<file path="src/rtl/rv_pipe_hazard_ctrl.sv">
// Pipeline hazard control for the RV32I in-order core: per-stage scoreboard,
// load-use / busy-EX stalls, redirect flush, N-way forwarding selects and a retire counter.
module rv_pipe_hazard_ctrl #(
    parameter int RF_ADDRESS = 5,
    parameter int DEPTH      = 3,
    parameter int LOAD_LAT   = 1,
    parameter int CNT_W      = 32,
    parameter int SEL_W      = $clog2(DEPTH + 1)
) (
    input  logic                  clk,
    input  logic                  reset,
    input  logic                  id_valid,
    input  logic [RF_ADDRESS-1:0] id_rs1,
    input  logic [RF_ADDRESS-1:0] id_rs2,
    input  logic                  id_use_rs1,
    input  logic                  id_use_rs2,
    input  logic [RF_ADDRESS-1:0] id_rd,
    input  logic                  id_regwrite,
    input  logic                  id_memread,
    input  logic                  ex_busy,
    input  logic                  redirect,
    output logic                  stall_fetch,
    output logic                  bubble_ex,
    output logic                  flush_ifid,
    output logic [SEL_W-1:0]      fwd_a_sel,
    output logic [SEL_W-1:0]      fwd_b_sel,
    output logic [DEPTH-1:0]      stage_valid,
    output logic [CNT_W-1:0]      retired
);

    logic [DEPTH:1]        r_valid;
    logic [DEPTH:1]        r_regwrite;
    logic [DEPTH:1]        r_memread;
    logic [RF_ADDRESS-1:0] r_rd [1:DEPTH];
    logic [RF_ADDRESS-1:0] r_rs1;
    logic [RF_ADDRESS-1:0] r_rs2;
    logic                  r_use_rs1;
    logic                  r_use_rs2;
    logic [CNT_W-1:0]      r_retired;
    logic                  w_load_use;

    // A load in stage k has data on a result bus only from stage 2+LOAD_LAT onward.
    function automatic logic [SEL_W-1:0] fwd_sel(input logic [RF_ADDRESS-1:0] src,
                                                 input logic                  use_src);
        logic [SEL_W-1:0] sel;
        sel = '0;
        for (int unsigned k = DEPTH; k >= 2; k--) begin
            if (use_src && (src != '0) && r_valid[k] && r_regwrite[k] && (r_rd[k] == src) &&
                (!r_memread[k] || (k >= 2 + LOAD_LAT)))
                sel = SEL_W'(k);
        end
        return sel;
    endfunction

    always_comb begin
        w_load_use = 1'b0;
        for (int unsigned k = 1; k <= LOAD_LAT; k++) begin
            if (id_valid && r_valid[k] && r_memread[k] && (r_rd[k] != '0) &&
                ((id_use_rs1 && (id_rs1 == r_rd[k])) || (id_use_rs2 && (id_rs2 == r_rd[k]))))
                w_load_use = 1'b1;
        end
    end

    always_comb begin
        stall_fetch = 1'b0;
        bubble_ex   = 1'b0;
        flush_ifid  = 1'b0;
        if (ex_busy) begin
            stall_fetch = 1'b1;
        end else if (redirect) begin
            flush_ifid = 1'b1;
        end else if (w_load_use) begin
            stall_fetch = 1'b1;
            bubble_ex   = 1'b1;
        end
    end

    always_comb begin
        fwd_a_sel = fwd_sel(r_rs1, r_use_rs1);
        fwd_b_sel = fwd_sel(r_rs2, r_use_rs2);
    end

    always_ff @(posedge clk) begin
        if (reset) begin
            r_valid   <= '0;
            r_retired <= '0;
        end else begin
            if (r_valid[DEPTH])
                r_retired <= r_retired + CNT_W'(1);
            for (int unsigned k = 3; k <= DEPTH; k++)
                r_valid[k] <= r_valid[k-1];
            if (ex_busy) begin
                r_valid[2] <= 1'b0;
            end else begin
                r_valid[2] <= r_valid[1];
                r_valid[1] <= id_valid & ~bubble_ex & ~redirect;
            end
        end
    end

    // Payload fields need no reset; they are qualified by r_valid everywhere.
    always_ff @(posedge clk) begin
        for (int unsigned k = 3; k <= DEPTH; k++) begin
            r_rd[k]       <= r_rd[k-1];
            r_regwrite[k] <= r_regwrite[k-1];
            r_memread[k]  <= r_memread[k-1];
        end
        if (!ex_busy) begin
            r_rd[2]       <= r_rd[1];
            r_regwrite[2] <= r_regwrite[1];
            r_memread[2]  <= r_memread[1];
            r_rd[1]       <= id_rd;
            r_regwrite[1] <= id_regwrite;
            r_memread[1]  <= id_memread;
            r_rs1         <= id_rs1;
            r_rs2         <= id_rs2;
            r_use_rs1     <= id_use_rs1;
            r_use_rs2     <= id_use_rs2;
        end
    end

    assign stage_valid = r_valid;
    assign retired     = r_retired;

endmodule
</file>
<file path="config.mk">
export PLATFORM = sky130hd
export DESIGN_NAME = rv_pipe_hazard_ctrl
export DESIGN_NICKNAME = d
export VERILOG_FILES = /design/src/rtl/rv_pipe_hazard_ctrl.sv
export SDC_FILE = /design/constraint.sdc
export NUM_CORES = 1
export LEC_CHECK = 0
export CORE_UTILIZATION = 54
export DETAILED_ROUTE_END_ITERATION = 12
export MAX_ROUTING_LAYER = met4
export PLACE_DENSITY = 0.9
export SYNTH_ARGS = -nofsm -noshare
export SYNTH_HDL_FRONTEND = slang
export SYNTH_SLANG_ARGS = --single-unit
</file>
<file path="constraint.sdc">
create_clock -name clk -period 3.2 [get_ports clk]
set_input_delay 0.64 -clock clk [delete_from_list [all_inputs] [get_ports clk]]
set_output_delay 0.64 -clock clk [all_outputs]
set_load 0.05 [all_outputs]
</file>
==> results.sh <==
export IMPL_status="finished clean"
export IMPL_post_route_util=0.7475
export IMPL_slew_headroom=0.6449
export IMPL_cts_tree="built"
export IMPL_synth_top_area_cell="dfxtp_1"
export IMPL_crit_family="simple AND/OR/NAND/NOR gates"
export IMPL_crit_buf_inv=1
export IMPL_critPathMaxFanout=3
export IMPL_endpoint="fwd_a_sel[1]"
export IMPL_drcViolationCount=0
export IMPL_gp_congestion=0.8493
export IMPL_maxSlewViolCount=0
export IMPL_yosysTopAreaCellShare=0.2739
export IMPL_fin_nets=372
export IMPL_holdCritPathClass="flop to flop"
export IMPL_worstPathCellList="or4_1 > o21ai_0 > or4_1 > o41ai_2 > dlygate4sd2_1"
export IMPL_clk_path_buf_depth=2
export IMPL_place_ws_ns=0.2250
export IMPL_core_area_mm2=0.005238
export IMPL_finalHoldViolCount=0
export IMPL_cts_root_buf="clkbuf_8"
export IMPL_final_setup_skew_ns=0.008099
export IMPL_antenna_found_initial=0
export IMPL_setup_tns_ns=0
export IMPL_drive_gt1_frac=0.09091
export IMPL_tightest_slew_ns=0.5310
export IMPL_hpwl_um=4691
export IMPL_p_leak_nw=1.295
export IMPL_startpoint="r_rs1[1]"
export IMPL_h_tree_depth=3
export IMPL_path_clk_slew_ns=0.07
export IMPL_diodes=0
export IMPL_powerDensity_mw_per_mm2=446.0
export IMPL_reg2reg_from="retired[10]"
export IMPL_io_pins=66
export IMPL_postCtsSetupBuffers=0
export IMPL_start_util=0.5721
export IMPL_finalWorstSetupSlack_ns=0.1415
export IMPL_worstSetupPathDepth=5
export IMPL_num_vias=2420
export IMPL_drt_initial_drc_count=153
export IMPL_critical_path_most_common_cell="or4_1"
export IMPL_synth_net_count=302
export IMPL_synth_seq_area_share=0.5344
export IMPL_grt_pass1_wl_um=10640
export IMPL_r2r_slack_ns=1.03
export IMPL_holdPathStages=0
export IMPL_cp_end_kind="output port"
export IMPL_cts_sinks=67
export IMPL_die_x_um=76.50
export IMPL_syn_area_per_cell_um2=10.82
export IMPL_grt_max_degree=30
export IMPL_worstSetupPathType="flop to output port"
export IMPL_timing_final_crit_period_ns=3.059
export IMPL_rows=26
export IMPL_portBuffers=65
export IMPL_ys_types=39
export IMPL_peakVddDrop_mv=0.3732
export IMPL_syn_cell_area_mm2=0.002997
export IMPL_dpl_cell_area_mm2=0.003732
export IMPL_worstSkewPairLatency_ns=0.34
export IMPL_cp_slowest_cell="or4_1"
export IMPL_grtUsageTotal=0.2394
export IMPL_cp_arrival_ns=2.42
export IMPL_rsz0062_at_grt="no"
export IMPL_drt_pass1_iterations=4
export IMPL_finalPower_w=0.001746
export IMPL_setup_viol_count_final=0
export IMPL_wl_um=6475
export IMPL_ys_warnings_count=0
export IMPL_clock_fmax_mhz=327.0
export IMPL_ctsHoldBuffers=0
export IMPL_viasPerCell=5.735
export IMPL_dieHeight_um=76.50
export IMPL_ant_nets=0
export IMPL_syn_inst=277
export IMPL_yosys_top_cells_area="dfxtp_1 27%, edfxtp_1 26%, xnor2_1 6.1%"
export IMPL_start_kind="flop"
export IMPL_cap_violations=0
export IMPL_die_area_mm2=0.005851
export IMPL_overflow=0
export IMPL_cts_buffers=9
export IMPL_worstReg2RegEnd="retired[31]"
export IMPL_avgRoutedWirePerCell_um=15.34
export IMPL_ys_ff_latch=67
export IMPL_syn_to_final_growth_pct=30.65
export IMPL_required_ns=2.56
export IMPL_final_period_utilization=0.9558
export IMPL_grt_pass1_vias=2325
export IMPL_mostFrequentLayoutCells="59 x clkdlybuf4s50_1, 41 x dfxtp_1, 26 x edfxtp_1"
export IMPL_cpPeakStageDelay_ns=0.55
export IMPL_fin_area_mm2=0.003915
export IMPL_final_common_cell="clkdlybuf4s50_1"
export IMPL_worstRegToRegCells=4
## how the worst min path moves through the flow
stage	startpoint	endpoint	slack [ns]
after floorplan	r_regwrite[2]	r_regwrite[3]	0.34
after global placement	r_regwrite[2]	r_regwrite[3]	0.35
after detailed placement	r_regwrite[2]	r_regwrite[3]	0.36
after CTS	r_regwrite[2]	r_regwrite[3]	0.37
after global routing	r_regwrite[2]	r_regwrite[3]	0.37
final	r_regwrite[2]	r_regwrite[3]	0.37
## metrics by stage
step                      hold slack [ns]  cells
after global placement             0.3469    406
after CTS                          0.3703    422
after detailed placement           0.3585    406
after floorplan                    0.3399    277
after global routing               0.3732    422
final                              0.3672    422
## cell usage after synthesis, drive strengths merged
cell type,n
a21bo,1
a21oi,18
a32oi,1
and2,1
and3,1
and3b,1
and4,3
buf,6
clkbuf,3
dfxtp,41
edfxtp,26
ha,1
inv,8
mux2,3
mux2i,1
nand2,10
nand3,9
nand4,13
nor2,18
nor2b,6
nor3,1
nor3b,2
nor4,9
o2111ai,1
o21ai,9
o31ai,11
o41ai,2
or2,2
or3,9
or4,19
xnor2,21
xor2,20
## where the power goes
group / internal (W) / switching [W]
Clock: 0.000353 / 0.000309
Sequential: 0.000923 / 0.0000339
Combinational: 0.0000662 / 0.0000606
Total: 0.00134 / 0.000404
## per-layer routing
layer	track usage	vias up	routed length, um
met5	-	-	0
met4	0.1038	0	85
met3	0.05509	8	290
met2	0.3910	70	3205
met1	0.2827	1165	2893
li1	-	1177	-
## kinds of logic (layout without fill, tap and decap cells)
logic type      count (synthesis)  in the layout  share of synthesized area
compound gates                 43             43                    0.08769
xor+xnor                       41             41                     0.1198
fa+ha+maj                       1              1                   0.004175
buf+inv                        17             92                    0.02756
flops                          67             67                     0.5344
mux                             4              4                    0.01461
simple gates                  104            104                     0.2117
## cell type report
cell class	count	area, um2
Tap cell	70	87.58
Fill cell	358	1323
Clock inverter	6	56.30
Clock buffer	10	127.6
Sequential cell	67	1602
Multi-Input combinational cell	193	1328
Timing Repair Buffer	68	684.4
Inverter	8	30.03
## what timing repair did
item,CTS,global route
endpoints found under the hold margin,0,0
endpoints found under the setup margin,1,0
resized for setup,1,0
## state kept, by name, indices dropped and copies added (netlist names)
register	cells
r_use_rs2	1
r_rs2	5
r_memread	2
r_regwrite	3
r_rd	15
stage_valid	3
r_use_rs1	1
retired	32
r_rs1	5
Power figures use the tool's default switching activity.
